**config.mk**
```make
export PLATFORM = sky130hd
export DESIGN_NAME = bconv_multi_kernel
export DESIGN_NICKNAME = d
export VERILOG_FILES = /design/src/rtl/bconv_pkg.sv /design/src/rtl/bconv_pe.sv /design/src/rtl/bconv_multi_kernel.sv
export SDC_FILE = /design/constraint.sdc
export NUM_CORES = 1
export LEC_CHECK = 0
export CORE_AREA = 2 2 310 159
export CTS_CLUSTER_SIZE = 28
export DETAILED_ROUTE_END_ITERATION = 6
export DIE_AREA = 0 0 312 161
export GPL_ROUTABILITY_DRIVEN = 0
export HOLD_SLACK_MARGIN = 0.08
export SLEW_MARGIN = 20
export SYNTH_ARGS = -nofsm -noshare
export SYNTH_HDL_FRONTEND = slang
export SYNTH_SLANG_ARGS = --single-unit
```
**constraint.sdc**
```tcl
create_clock -name clk -period 6.2 [get_ports clk]
set_clock_uncertainty 0.05 [all_clocks]
set_input_delay 1.24 -clock clk [delete_from_list [all_inputs] [get_ports clk]]
set_output_delay 1.24 -clock clk [all_outputs]
set_load 0.02 [all_outputs]
```
**src/rtl/bconv_pkg.sv**
```systemverilog
// Shared types and field layout for the multi-kernel binary convolution engine.
// Covers the FSM states, header and kernel-word bit fields, and kernel-count clamping.
package bconv_pkg;

  typedef enum logic [2:0] {
    StIdle  = 3'd0,
    StLoadW = 3'd1,
    StHdr   = 3'd2,
    StFill  = 3'd3,
    StOut   = 3'd4,
    StDone  = 3'd5
  } bconv_state_e;

  localparam int unsigned HdrDimLsb   = 0;
  localparam int unsigned HdrDimW     = 5;
  localparam logic [15:0] HdrSentinel = 16'h00FF;

  localparam int unsigned WgtLsb = 0;
  localparam int unsigned WgtW   = 9;
  localparam int unsigned ThrLsb = 9;
  localparam int unsigned ThrW   = 4;
  localparam int unsigned KcntW  = 4;

  // A count of zero still runs one kernel; anything above capacity is cut to capacity.
  function automatic logic [KcntW-1:0] clamp_kcount(input logic [KcntW-1:0] raw,
                                                    input logic [KcntW-1:0] max_k);
    logic [KcntW-1:0] k;
    k = raw;
    if (raw == '0) begin
      k = KcntW'(1);
    end else if (raw > max_k) begin
      k = max_k;
    end
    return k;
  endfunction

endpackage

```
**src/rtl/bconv_pe.sv**
```systemverilog
// One output pixel: XNOR the 3x3 window against the weights, popcount the matches,
// and compare the count with the kernel threshold.
module bconv_pe
  import bconv_pkg::*;
(
  input  logic [WgtW-1:0] weight,
  input  logic [WgtW-1:0] window,
  input  logic [ThrW-1:0] thresh,
  output logic            hit
);

  logic [WgtW-1:0] match;
  logic [3:0]      cnt;

  always_comb begin
    match = ~(weight ^ window);
    cnt   = '0;
    for (int i = 0; i < int'(WgtW); i++) begin
      cnt = cnt + {3'b000, match[i]};
    end
    hit = (cnt >= thresh);
  end

endmodule

```
**src/rtl/bconv_multi_kernel.sv**
```systemverilog
// Streams binary images from SRAM, runs every loaded kernel over each image and writes one
// feature map per kernel, until a terminating header is read.
module bconv_multi_kernel
  import bconv_pkg::*;
#(
  parameter int unsigned MAX_DIM     = 16,
  parameter int unsigned NUM_KERNELS = 4,
  parameter int unsigned ADDR_W      = 12
) (
  input  logic              clk,
  input  logic              reset_b,
  input  logic              dut_run,
  output logic              dut_busy,
  output logic [ADDR_W-1:0] dut_sram_read_address,
  input  logic [15:0]       sram_dut_read_data,
  output logic [ADDR_W-1:0] dut_sram_write_address,
  output logic [15:0]       dut_sram_write_data,
  output logic              dut_sram_write_enable,
  output logic [ADDR_W-1:0] dut_wmem_read_address,
  input  logic [15:0]       wmem_dut_read_data
);

  localparam int unsigned NumPe = MAX_DIM - 2;
  localparam int unsigned CntW  = 5;

  bconv_state_e state_q, state_d;
  logic [ADDR_W-1:0] wa_q, wa_d, sa_q, sa_d, base_q, base_d, next_base;
  logic [ADDR_W-1:0] wptr_q, wptr_d, wr_addr_q, wr_addr_d;
  logic [15:0]       wr_data_q, wr_data_d, out_word;
  logic              wr_en_q, wr_en_d;
  logic              iss_q, iss_d, vld_q;
  logic              row_ready_q, row_ready_d;
  logic [CntW-1:0]   n_iss_q, n_iss_d, n_rcv_q, n_rcv_d, out_row_q, out_row_d;
  logic [KcntW-1:0]  kcount_q, kcount_d, kidx_q, kidx_d, k_now, k_lim;
  logic [4:0]        dim_q, dim_d, hdr_dim;
  logic [MAX_DIM-1:0] top_q, top_d, mid_q, mid_d, bot_q, bot_d;
  logic [WgtW-1:0]   kw_q [NUM_KERNELS];
  logic [ThrW-1:0]   kt_q [NUM_KERNELS];
  logic [WgtW-1:0]   cur_w;
  logic [ThrW-1:0]   cur_t;
  logic [NumPe-1:0]  pe_hit;
  logic              unused_wmem;

  assign unused_wmem = ^wmem_dut_read_data[15:ThrLsb+ThrW];
  assign k_now       = clamp_kcount(wmem_dut_read_data[KcntW-1:0], KcntW'(NUM_KERNELS));
  assign hdr_dim     = sram_dut_read_data[HdrDimLsb +: HdrDimW];
  assign next_base   = base_q + ADDR_W'(dim_q) + ADDR_W'(1);

  assign dut_busy               = (state_q != StIdle) && (state_q != StDone);
  assign dut_sram_read_address  = sa_q;
  assign dut_wmem_read_address  = wa_q;
  assign dut_sram_write_address = wr_addr_q;
  assign dut_sram_write_data    = wr_data_q;
  assign dut_sram_write_enable  = wr_en_q;

  always_comb begin
    cur_w = '0;
    cur_t = '0;
    for (int i = 0; i < int'(NUM_KERNELS); i++) begin
      if (kidx_q == KcntW'(i)) begin
        cur_w = kw_q[i];
        cur_t = kt_q[i];
      end
    end
  end

  for (genvar c = 0; c < int'(NumPe); c++) begin : g_pe
    bconv_pe u_pe (
      .weight (cur_w),
      .window ({bot_q[c +: 3], mid_q[c +: 3], top_q[c +: 3]}),
      .thresh (cur_t),
      .hit    (pe_hit[c])
    );
  end

  // Columns beyond dim-3 see bits outside the image and are forced to zero.
  always_comb begin
    out_word = '0;
    for (int c = 0; c < int'(NumPe); c++) begin
      if (5'(c + 3) <= dim_q) begin
        out_word[c] = pe_hit[c];
      end
    end
  end

  always_comb begin
    state_d     = state_q;
    wa_d        = wa_q;
    sa_d        = sa_q;
    base_d      = base_q;
    wptr_d      = wptr_q;
    wr_addr_d   = wr_addr_q;
    wr_data_d   = wr_data_q;
    wr_en_d     = 1'b0;
    iss_d       = 1'b0;
    row_ready_d = 1'b0;
    n_iss_d     = n_iss_q;
    n_rcv_d     = n_rcv_q;
    out_row_d   = out_row_q;
    kcount_d    = kcount_q;
    kidx_d      = kidx_q;
    dim_d       = dim_q;
    top_d       = top_q;
    mid_d       = mid_q;
    bot_d       = bot_q;
    // Until word 0 arrives only address 1 is known to be needed (K is at least 1).
    k_lim = kcount_q;
    if (n_rcv_q == '0) k_lim = vld_q ? k_now : KcntW'(1);

    unique case (state_q)
      StIdle: begin
        if (dut_run) begin
          state_d = StLoadW;
          wa_d    = '0;
          iss_d   = 1'b1;
          n_iss_d = CntW'(1);
          n_rcv_d = '0;
          base_d  = '0;
          wptr_d  = '0;
        end
      end
      StLoadW: begin
        if (n_iss_q <= CntW'(k_lim)) begin
          wa_d    = wa_q + ADDR_W'(1);
          iss_d   = 1'b1;
          n_iss_d = n_iss_q + CntW'(1);
        end
        if (vld_q) begin
          n_rcv_d = n_rcv_q + CntW'(1);
          if (n_rcv_q == '0) kcount_d = k_now;
          if (n_rcv_q == CntW'(k_lim)) begin
            state_d = StHdr;
            sa_d    = base_q;
            iss_d   = 1'b1;
          end
        end
      end
      StHdr: begin
        if (vld_q) begin
          if (sram_dut_read_data == HdrSentinel || hdr_dim < 5'd3 ||
              hdr_dim > 5'(MAX_DIM)) begin
            state_d = StDone;
          end else begin
            state_d   = StFill;
            dim_d     = hdr_dim;
            kidx_d    = '0;
            sa_d      = base_q + ADDR_W'(1);
            iss_d     = 1'b1;
            n_iss_d   = CntW'(1);
            n_rcv_d   = '0;
            out_row_d = '0;
          end
        end
      end
      StFill, StOut: begin
        if (n_iss_q < dim_q) begin
          sa_d    = sa_q + ADDR_W'(1);
          iss_d   = 1'b1;
          n_iss_d = n_iss_q + CntW'(1);
        end
        if (vld_q) begin
          top_d   = mid_q;
          mid_d   = bot_q;
          bot_d   = sram_dut_read_data[MAX_DIM-1:0];
          n_rcv_d = n_rcv_q + CntW'(1);
          if (n_rcv_q >= CntW'(2)) row_ready_d = 1'b1;
          if (state_q == StFill && n_rcv_q == CntW'(2)) state_d = StOut;
        end
        if (state_q == StOut && row_ready_q) begin
          wr_en_d   = 1'b1;
          wr_addr_d = wptr_q;
          wr_data_d = out_word;
          wptr_d    = wptr_q + ADDR_W'(1);
        end
        // Leave only once the last word's strobe is on the port, so it stays inside OUT.
        if (state_q == StOut && wr_en_q) begin
          out_row_d = out_row_q + CntW'(1);
          if (out_row_q == dim_q - 5'd3) begin
            iss_d = 1'b1;
            if (kidx_q == kcount_q - KcntW'(1)) begin
              state_d = StHdr;
              base_d  = next_base;
              sa_d    = next_base;
            end else begin
              state_d   = StFill;
              kidx_d    = kidx_q + KcntW'(1);
              sa_d      = base_q + ADDR_W'(1);
              n_iss_d   = CntW'(1);
              n_rcv_d   = '0;
              out_row_d = '0;
            end
          end
        end
      end
      StDone:  state_d = StIdle;
      default: state_d = StIdle;
    endcase
  end

  always_ff @(posedge clk or negedge reset_b) begin
    if (!reset_b) begin
      state_q     <= StIdle;
      wa_q        <= '0;
      sa_q        <= '0;
      base_q      <= '0;
      wptr_q      <= '0;
      wr_addr_q   <= '0;
      wr_data_q   <= '0;
      wr_en_q     <= 1'b0;
      iss_q       <= 1'b0;
      vld_q       <= 1'b0;
      row_ready_q <= 1'b0;
      n_iss_q     <= '0;
      n_rcv_q     <= '0;
      out_row_q   <= '0;
      kcount_q    <= '0;
      kidx_q      <= '0;
      dim_q       <= '0;
      top_q       <= '0;
      mid_q       <= '0;
      bot_q       <= '0;
    end else begin
      state_q     <= state_d;
      wa_q        <= wa_d;
      sa_q        <= sa_d;
      base_q      <= base_d;
      wptr_q      <= wptr_d;
      wr_addr_q   <= wr_addr_d;
      wr_data_q   <= wr_data_d;
      wr_en_q     <= wr_en_d;
      iss_q       <= iss_d;
      vld_q       <= iss_q;
      row_ready_q <= row_ready_d;
      n_iss_q     <= n_iss_d;
      n_rcv_q     <= n_rcv_d;
      out_row_q   <= out_row_d;
      kcount_q    <= kcount_d;
      kidx_q      <= kidx_d;
      dim_q       <= dim_d;
      top_q       <= top_d;
      mid_q       <= mid_d;
      bot_q       <= bot_d;
    end
  end

  always_ff @(posedge clk or negedge reset_b) begin
    if (!reset_b) begin
      for (int i = 0; i < int'(NUM_KERNELS); i++) begin
        kw_q[i] <= '0;
        kt_q[i] <= '0;
      end
    end else if (state_q == StLoadW && vld_q && n_rcv_q != '0) begin
      for (int i = 0; i < int'(NUM_KERNELS); i++) begin
        if (n_rcv_q == CntW'(i + 1)) begin
          kw_q[i] <= wmem_dut_read_data[WgtLsb +: WgtW];
          kt_q[i] <= wmem_dut_read_data[ThrLsb +: ThrW];
        end
      end
    end
  end

endmodule

```
==> reports/metrics.csv, run 1 <==
stage,metric,value,unit
setup_path,cp-end-kind,register,
status,outcome,finished clean,
routing,drc,0,
synthesis,ys_seq_area_share,31.8,%
finish,final_cell_mix,"dfrtp_1 (209), ha_1 (171), inv_1 (135), nand2_1 (124), mux2_2 (110)",
setup_path,cp-start-kind,register,
finish,areaGrowthSynthToFinish,15.3,%
synthesis,synth_cell_type_count,81,
sta,hold_viol,0,
routing,drt_iter0_drc,917,
sta,rsz0062_at_grt,no,
grt,grt.busiest_layer,met1,
synthesis,synth_top_family_by_area,adder cells,
clocking,cts_root_buf,clkbuf_16,
setup_path,path_max_fanout,9,
flow_run,cap_violations,0,
setup_path,cpPeakStageDelay,0.54,ns
sta,setup_viol,0,
sta,slew_violations,0,
floorplan,die_h,161,um
synthesis,synthCells,1634,
setup_path,critical_path_class,reg -> reg,
synthesis,ys_ff_latch,209,
synthesis,ys.flop_type,dfrtp_1,
routing,finalWirelength,43300,um
setup_path,path_buf_inv,5,
grt,grtUsageMet3,3.04,%
grt,grt_antenna_before_repair,1,
grt,grt_first_pass_wirelength,69800,um
synthesis,synth-simple-area-share,10.9,%
finish,drive_above_1_share,12.8,%
grt,grtUsageTotal,17.4,%
synthesis,syn_avg_cell_area,10.1,um^2
hold_path,hold_path_class,reg -> reg,
floorplan,dieArea,0.0502,mm^2
floorplan,rows,57,
clocking,clkTransAtPathRegs,0.07,ns
synthesis,synthXorXnorAreaFrac,10.1,%
synthesis,synth_fa_ha_area_share,21.6,%
synthesis,ys_async_sr_fraction,100,%
routing,vias_per_cell,5.12,
grt,grt_max_degree,93,
grt,grt_util_met2,24.3,%
routing,routed-via-count,12194,
floorplan,top_level_ports,89,
clocking,clkLatencyLatePin,0.55,ns
clocking,cts_buffer_depth,3,
setup_path,critical_path.slowest_cell,fa_1,
routing,wl_per_cell,18.2,um
routing,drt-pass1-iter-count,5,
synthesis,synthMuxAreaShare,8.13,%
finish,final_common_cell,dfrtp_1,
sta,layout_worst_path_cycle_share,95.9,%
routing,ant_nets,0,
grt,gr-total-overflow,0,
sta,max-slew-margin-rel,29.2,%
finish,fin_nets,1995,
clocking,cts.htree.levels,1,
clocking,cts-buffers-inserted,24,
setup_path,cp_top_family,adder cells,
grt,first_global_vias,12192,
sta,period_needed,5.95,ns
synthesis,ys_warn_count,0,
clocking,cts_tree,yes,
setup_path,crit_chain,inv_1 -> ha_1 -> nor4b_2 -> buf_4 -> buf_4 -> a221o_1 -> o21ai_0 -> o21ai_4 -> buf_12 -> xor2_1 -> fa_1 -> fa_1 -> inv_1 -> fa_1 -> ha_1 -> fa_1 -> ha_1 -> a21o_1 -> a21o_1 -> a21oi_1 -> a21oi_1 -> mux2_2,
setup_path,critPathArrivalTime,6.32,ns
setup_path,crit_required,6.58,ns
place,postPlaceCellArea,0.0181,mm^2
place,dpl.hpwl,32400,um
sta,whs,0.301,ns
sta,tightest_slew,1.06,ns
place,io_buffers,83,
floorplan,start_util,34.6,%
floorplan,die_x,312,um
floorplan,coreArea,0.0476,mm^2
synthesis,synth_area,0.0165,mm^2
finish,design_area,0.0190,mm^2
clocking,clkSinkCount,209,
setup_path,crit_path_frequent_cell,fa_1,
sta,fmax,168,MHz
grt,use_met1,27.9,%
synthesis,synth_compound_area_share,12.4,%
synthesis,synth_edf_count,0,
==> sequential cells by signal, summed over array words and instances (netlist names), 14 cells and up <==
signal	flops
kw_q	36
bot_q	16
kt_q	16
mid_q	16
top_q	16
dut_sram_write_data	14
==> layer usage <==
layer | wire length, um | vias to the layer above
li1 | - | 5809
met1 | 22800 | 6037
met2 | 17100 | 303
met3 | 2640 | 45
met4 | 675 | 0
met5 | 0 | -
==> cells by family (layout without fill, tap and decap cells) <==
logic type               Yosys count  in the layout
AO/OA/AOI/OAI                    302            302
flip-flops                       209            209
multiplexers                     120            120
adder cells (fa/ha/maj)          242            242
AND/OR/NAND/NOR                  368            368
XOR/XNOR                         188            188
other                              1              3
buffers and inverters            204            301
==> stage by stage <==
| step | worst slack [ns] | TNS, ns | util, % | instances |
|---|---|---|---|---|
| after floorplan | 0.253 | 0 | - | 1635 |
| after global placement | 0.137 | 0 | 38.0 | 2335 |
| after detailed placement | -0.0329 | -0.0436 | 38.0 | 2335 |
| after CTS | 0.0793 | 0 | 39.7 | 2375 |
| after global routing | 0.0126 | 0 | 39.9 | 2382 |
| final | 0.255 | 0 | 39.9 | 2382 |
==> Yosys cell counts, drive strengths merged (6+ instances only) <==
master | n | area, um^2
mux2 | 110 | 1240
nor3 | 17 | 90.1
mux2i | 10 | 100
dfrtp | 209 | 5230
fa | 71 | 1420
nand2b | 27 | 169
a31oi | 12 | 75.1
a21oi | 67 | 339
inv | 135 | 507
o21ai | 76 | 384
nand3 | 33 | 165
nand4 | 10 | 62.6
o21bai | 14 | 105
nor2 | 80 | 300
buf | 30 | 176
o211ai | 8 | 60.1
nor2b | 8 | 50.1
and3 | 19 | 119
ha | 171 | 2140
and2 | 13 | 81.3
xor2 | 84 | 736
o2111ai | 6 | 58.8
xnor2 | 103 | 902
o31ai | 12 | 90.1
nand2 | 126 | 480
a211oi | 7 | 75.1
a21o | 33 | 248
o41ai | 6 | 52.6
clkbuf | 39 | 148
a221o | 11 | 110
nor4 | 7 | 43.8
==> worst paths after layout <==
| check | startpoint | endpoint | slack [ns] | depth (start not counted) |
|---|---|---|---|---|
| max | kidx_q[1]$_DFFE_PN0P_ | dut_sram_write_data[7]$_DFFE_PN0P_ | 0.25 | 22 |
| min in group asynchronous | reset_b | kw_q[35]$_DFFE_PN0P_ | 0.66 | 1 |
| max reg2reg | kidx_q[1]$_DFFE_PN0P_ | dut_sram_write_data[7]$_DFFE_PN0P_ | 0.25 | 22 |
| max in group asynchronous | reset_b | mid_q[7]$_DFFE_PN0P_ | 4.29 | 2 |
| min reg2reg | iss_q$_DFF_PN0_ | vld_q$_DFF_PN0_ | 0.30 | 0 |
| min | iss_q$_DFF_PN0_ | vld_q$_DFF_PN0_ | 0.30 | 0 |
==> area by class of cell <==
type | instances | area, um^2
antenna | 1 | 2.50
clock buffer | 31 | 667
clock inverter | 9 | 114
fill | 4725 | 28700
inverter | 135 | 507
multi-input combinational | 1222 | 10500
sequential | 209 | 5230
tap | 649 | 812
timing repair buffer | 126 | 1190
==> worst reg2reg max path: stages (launching register included) <==
cell,delay (ns)
dfrtp_1,0.44
inv_1,0.10
ha_1,0.21
nor4b_2,0.31
buf_4,0.21
buf_4,0.18
a221o_1,0.16
o21ai_0,0.15
o21ai_4,0.20
buf_12,0.15
xor2_1,0.21
fa_1,0.47
fa_1,0.54
inv_1,0.05
fa_1,0.47
ha_1,0.24
fa_1,0.44
ha_1,0.28
a21o_1,0.16
a21o_1,0.18
a21oi_1,0.29
a21oi_1,0.07
mux2_2,0.27
==> repair_timing <==
| action | CTS | global route |
|---|---|---|
| pin swaps | 0 | 2 |
| resized for setup | 1 | 1 |
| hold buffers | 0 | 0 |
| setup endpoints to repair | 2 | 14 |
| setup buffers | 0 | 5 |
Power of run 1 is not shown: default switching activity piles up to over one toggle a cycle in this logic, so the estimate is an artifact.
==> inputs of run 2 (changes only) <==
- clock period: 6.2 -> 4.94 ns (I/O delays scaled with it)
==> reports/metrics.csv, run 2 (synthesized netlist as in run 1, its figures left out) <==
stage,metric,value,unit,change
clocking,cts_tree,yes,,
sta,fmax,179,MHz,+6.4%
sta,slew_violations,0,,unchanged
place,post-place-cells,2362,,+1.2%
sta,tightest_slew,1.02,ns,-0.0396 ns
clocking,cts-buffers-inserted,22,,-8.3%
hold_path,hold_path_class,reg -> reg,,
clocking,clkSinkCount,209,,unchanged
clocking,cts_buffer_depth,3,,unchanged
setup_path,path_max_fanout,4,,-5
setup_path,critical_path.slowest_cell,fa_1,,
floorplan,top_level_ports,89,,unchanged
routing,ant_nets,0,,unchanged
finish,drive_above_1_share,18.7,%,+5.8 points
sta,hold_viol,0,,unchanged
routing,wl_met3,3070,um,+16%
floorplan,die_x,312,um,unchanged
sta,setup_slack,-0.646,ns,-0.901 ns
routing,finalWirelength,45500,um,+5.2%
setup_path,cpPeakStageDelay,0.54,ns,about the same
sta,rsz0062_at_grt,yes,,
floorplan,start_util,34.6,%,unchanged
finish,final_common_cell,dfrtp_1,,
status,violations,setup timing,,
setup_path,cp.depth,24,,+9.1%
setup_path,crit_chain,inv_2 -> ha_4 -> nor4b_4 -> buf_4 -> a221o_1 -> o21ai_2 -> o21ai_4 -> buf_12 -> buf_4 -> xnor2_2 -> ha_1 -> inv_1 -> fa_1 -> fa_1 -> inv_1 -> fa_1 -> ha_2 -> fa_1 -> ha_1 -> a21o_1 -> a21o_1 -> a21oi_2 -> a21oi_1 -> mux2_2,,
finish,final_cell_mix,"dfrtp_1 (209), ha_1 (155), nand2_1 (124), inv_1 (122), mux2_2 (110)",,
sta,layout_worst_path_cycle_share,113,%,+17 points
finish,fin_nets,2040,,+2.3%
routing,drt-pass1-iter-count,5,,unchanged
routing,wl_met2,18000,um,+5.3%
setup_path,crit_path_frequent_cell,fa_1,,
grt,gr-total-overflow,0,,unchanged
finish,stdcell_count,2428,,+1.9%
sta,timing.setup.tns,-7.42,ns,-7.42 ns
routing,drt_iter0_drc,996,,+8.6%
routing,routed-via-count,12559,,+3.0%
routing,wl_met1,23900,um,+4.8%
routing,vias_per_cell,5.17,,+1.0%
floorplan,die_h,161,um,unchanged
grt,grtUsageTotal,18.2,%,+0.75 points
floorplan,rows,57,,unchanged
grt,grt_antenna_before_repair,2,,+1
clocking,cts_root_buf,clkbuf_16,,
routing,wl_per_cell,18.8,um,+3.2%
routing,drc,0,,unchanged
hold_path,holdPathStages,0,,unchanged
finish,regMostFlops,kw_q,,
finish,largest_reg_flops,36,,unchanged
grt,grt_max_degree,101,,+8.6%
routing,highest_layer,met4,,
sta,period_needed,5.59,ns,-0.359 ns
place,dpl.hpwl,33300,um,+3.0%
grt,first_global_vias,12509,,+2.6%
finish,diodes,0,,-1
sta,setup_viol,14,,+14
setup_path,path_buf_inv,6,,+1
clocking,cts.htree.levels,1,,unchanged
hold_path,holdCritStartpoint,iss_q$_DFF_PN0_,,
finish,areaGrowthSynthToFinish,20.1,%,
setup_path,cp_top_family,adder cells,,
clocking,clkLatencyLatePin,0.52,ns,-0.03 ns
sta,max-slew-margin-rel,31.6,%,+2.4 points
setup_path,cp-start-kind,register,,
setup_path,rr_worst_depth,24,,+9.1%
place,io_buffers,83,,unchanged
setup_path,cp-end-kind,register,,
setup_path,critPathArrivalTime,5.95,ns,-0.37 ns
status,outcome,"finished, violations left",,
setup_path,r2r_end,dut_sram_write_data[7]$_DFFE_PN0P_,,
setup_path,crit_required,5.30,ns,-1.28 ns
setup_path,rrSetupSlack,-0.65,ns,-0.90 ns
floorplan,coreArea,0.0476,mm^2,unchanged
finish,fin_util,41.5,%,+1.7 points
grt,grt_first_pass_wirelength,72600,um,+4.1%
setup_path,critical_path_class,reg -> reg,,
flow_run,cap_violations,0,,unchanged
floorplan,dieArea,0.0502,mm^2,unchanged
hold_path,min_to,vld_q$_DFF_PN0_,,
clocking,clkTransAtPathRegs,0.07,ns,about the same
setup_path,r2r_start,kidx_q[0]$_DFFE_PN0P_,,
[run 2: cell types whose count changed in the layout (fill, tap and decap cells not counted), sizes merged]
| cell | before | now |
|---|---|---|
| buf | 44 | 90 |
| bufinv | 2 | 4 |
| clkbuf | 31 | 29 |
| clkinv | 4 | 6 |
| clkinvlp | 3 | 1 |
| diode | 1 | 0 |
| inv | 135 | 136 |
[run 2: repair_timing]
| action | 4_1_cts | 5_1_grt |
|---|---|---|
| setup buffers | 14 | 11 |
| endpoints found under the setup margin | 14 | 14 |
| resized for setup | 40 | 13 |
| hold buffers | 0 | 0 |
| cloned | 1 | 1 |
| pin swaps | 70 | 18 |
[run 2: metrics by stage]
step                area (um^2)  hold WS, ns  worst slack (ns)
finish                    19800        0.302            -0.646
global route              19800        0.314            -0.812
CTS                       19600        0.306            -0.616
detailed placement        18500        0.286            -0.618
global placement          18500        0.282            -0.582
floorplan                 16600        0.281            -0.476
[run 2: worst max-delay path by stage]
stage / start / to / slack, ns
floorplan: kidx_q[1]$_DFFE_PN0P_ / dut_sram_write_data[7]$_DFFE_PN0P_ / -0.48
global placement: kidx_q[0]$_DFFE_PN0P_ / dut_sram_write_data[10]$_DFFE_PN0P_ / -0.58
detailed placement: kidx_q[0]$_DFFE_PN0P_ / dut_sram_write_data[10]$_DFFE_PN0P_ / -0.62
CTS: kidx_q[0]$_DFFE_PN0P_ / dut_sram_write_data[13]$_DFFE_PN0P_ / -0.62
global route: kidx_q[0]$_DFFE_PN0P_ / dut_sram_write_data[13]$_DFFE_PN0P_ / -0.81
finish: kidx_q[0]$_DFFE_PN0P_ / dut_sram_write_data[7]$_DFFE_PN0P_ / -0.65
[run 2: final cells by class]
| cell class | instances | area, um^2 |
|---|---|---|
| clock inverters | 12 | 170 |
| flip-flops and latches | 209 | 5230 |
| inverters | 135 | 507 |
| fillers | 4598 | 27900 |
| well taps | 649 | 812 |
| repair buffers | 173 | 1730 |
| clock buffers | 28 | 614 |
| multi-input cells | 1222 | 10700 |
[run 2: per-layer routing]
metal,GRT usage [%],vias to the layer above
met2,24.7,366
met3,3.33,34
met1,29.8,6271
met4,2.12,0
met5,0,-
li1,-,5888
Power of run 2 is left out for the same reason.
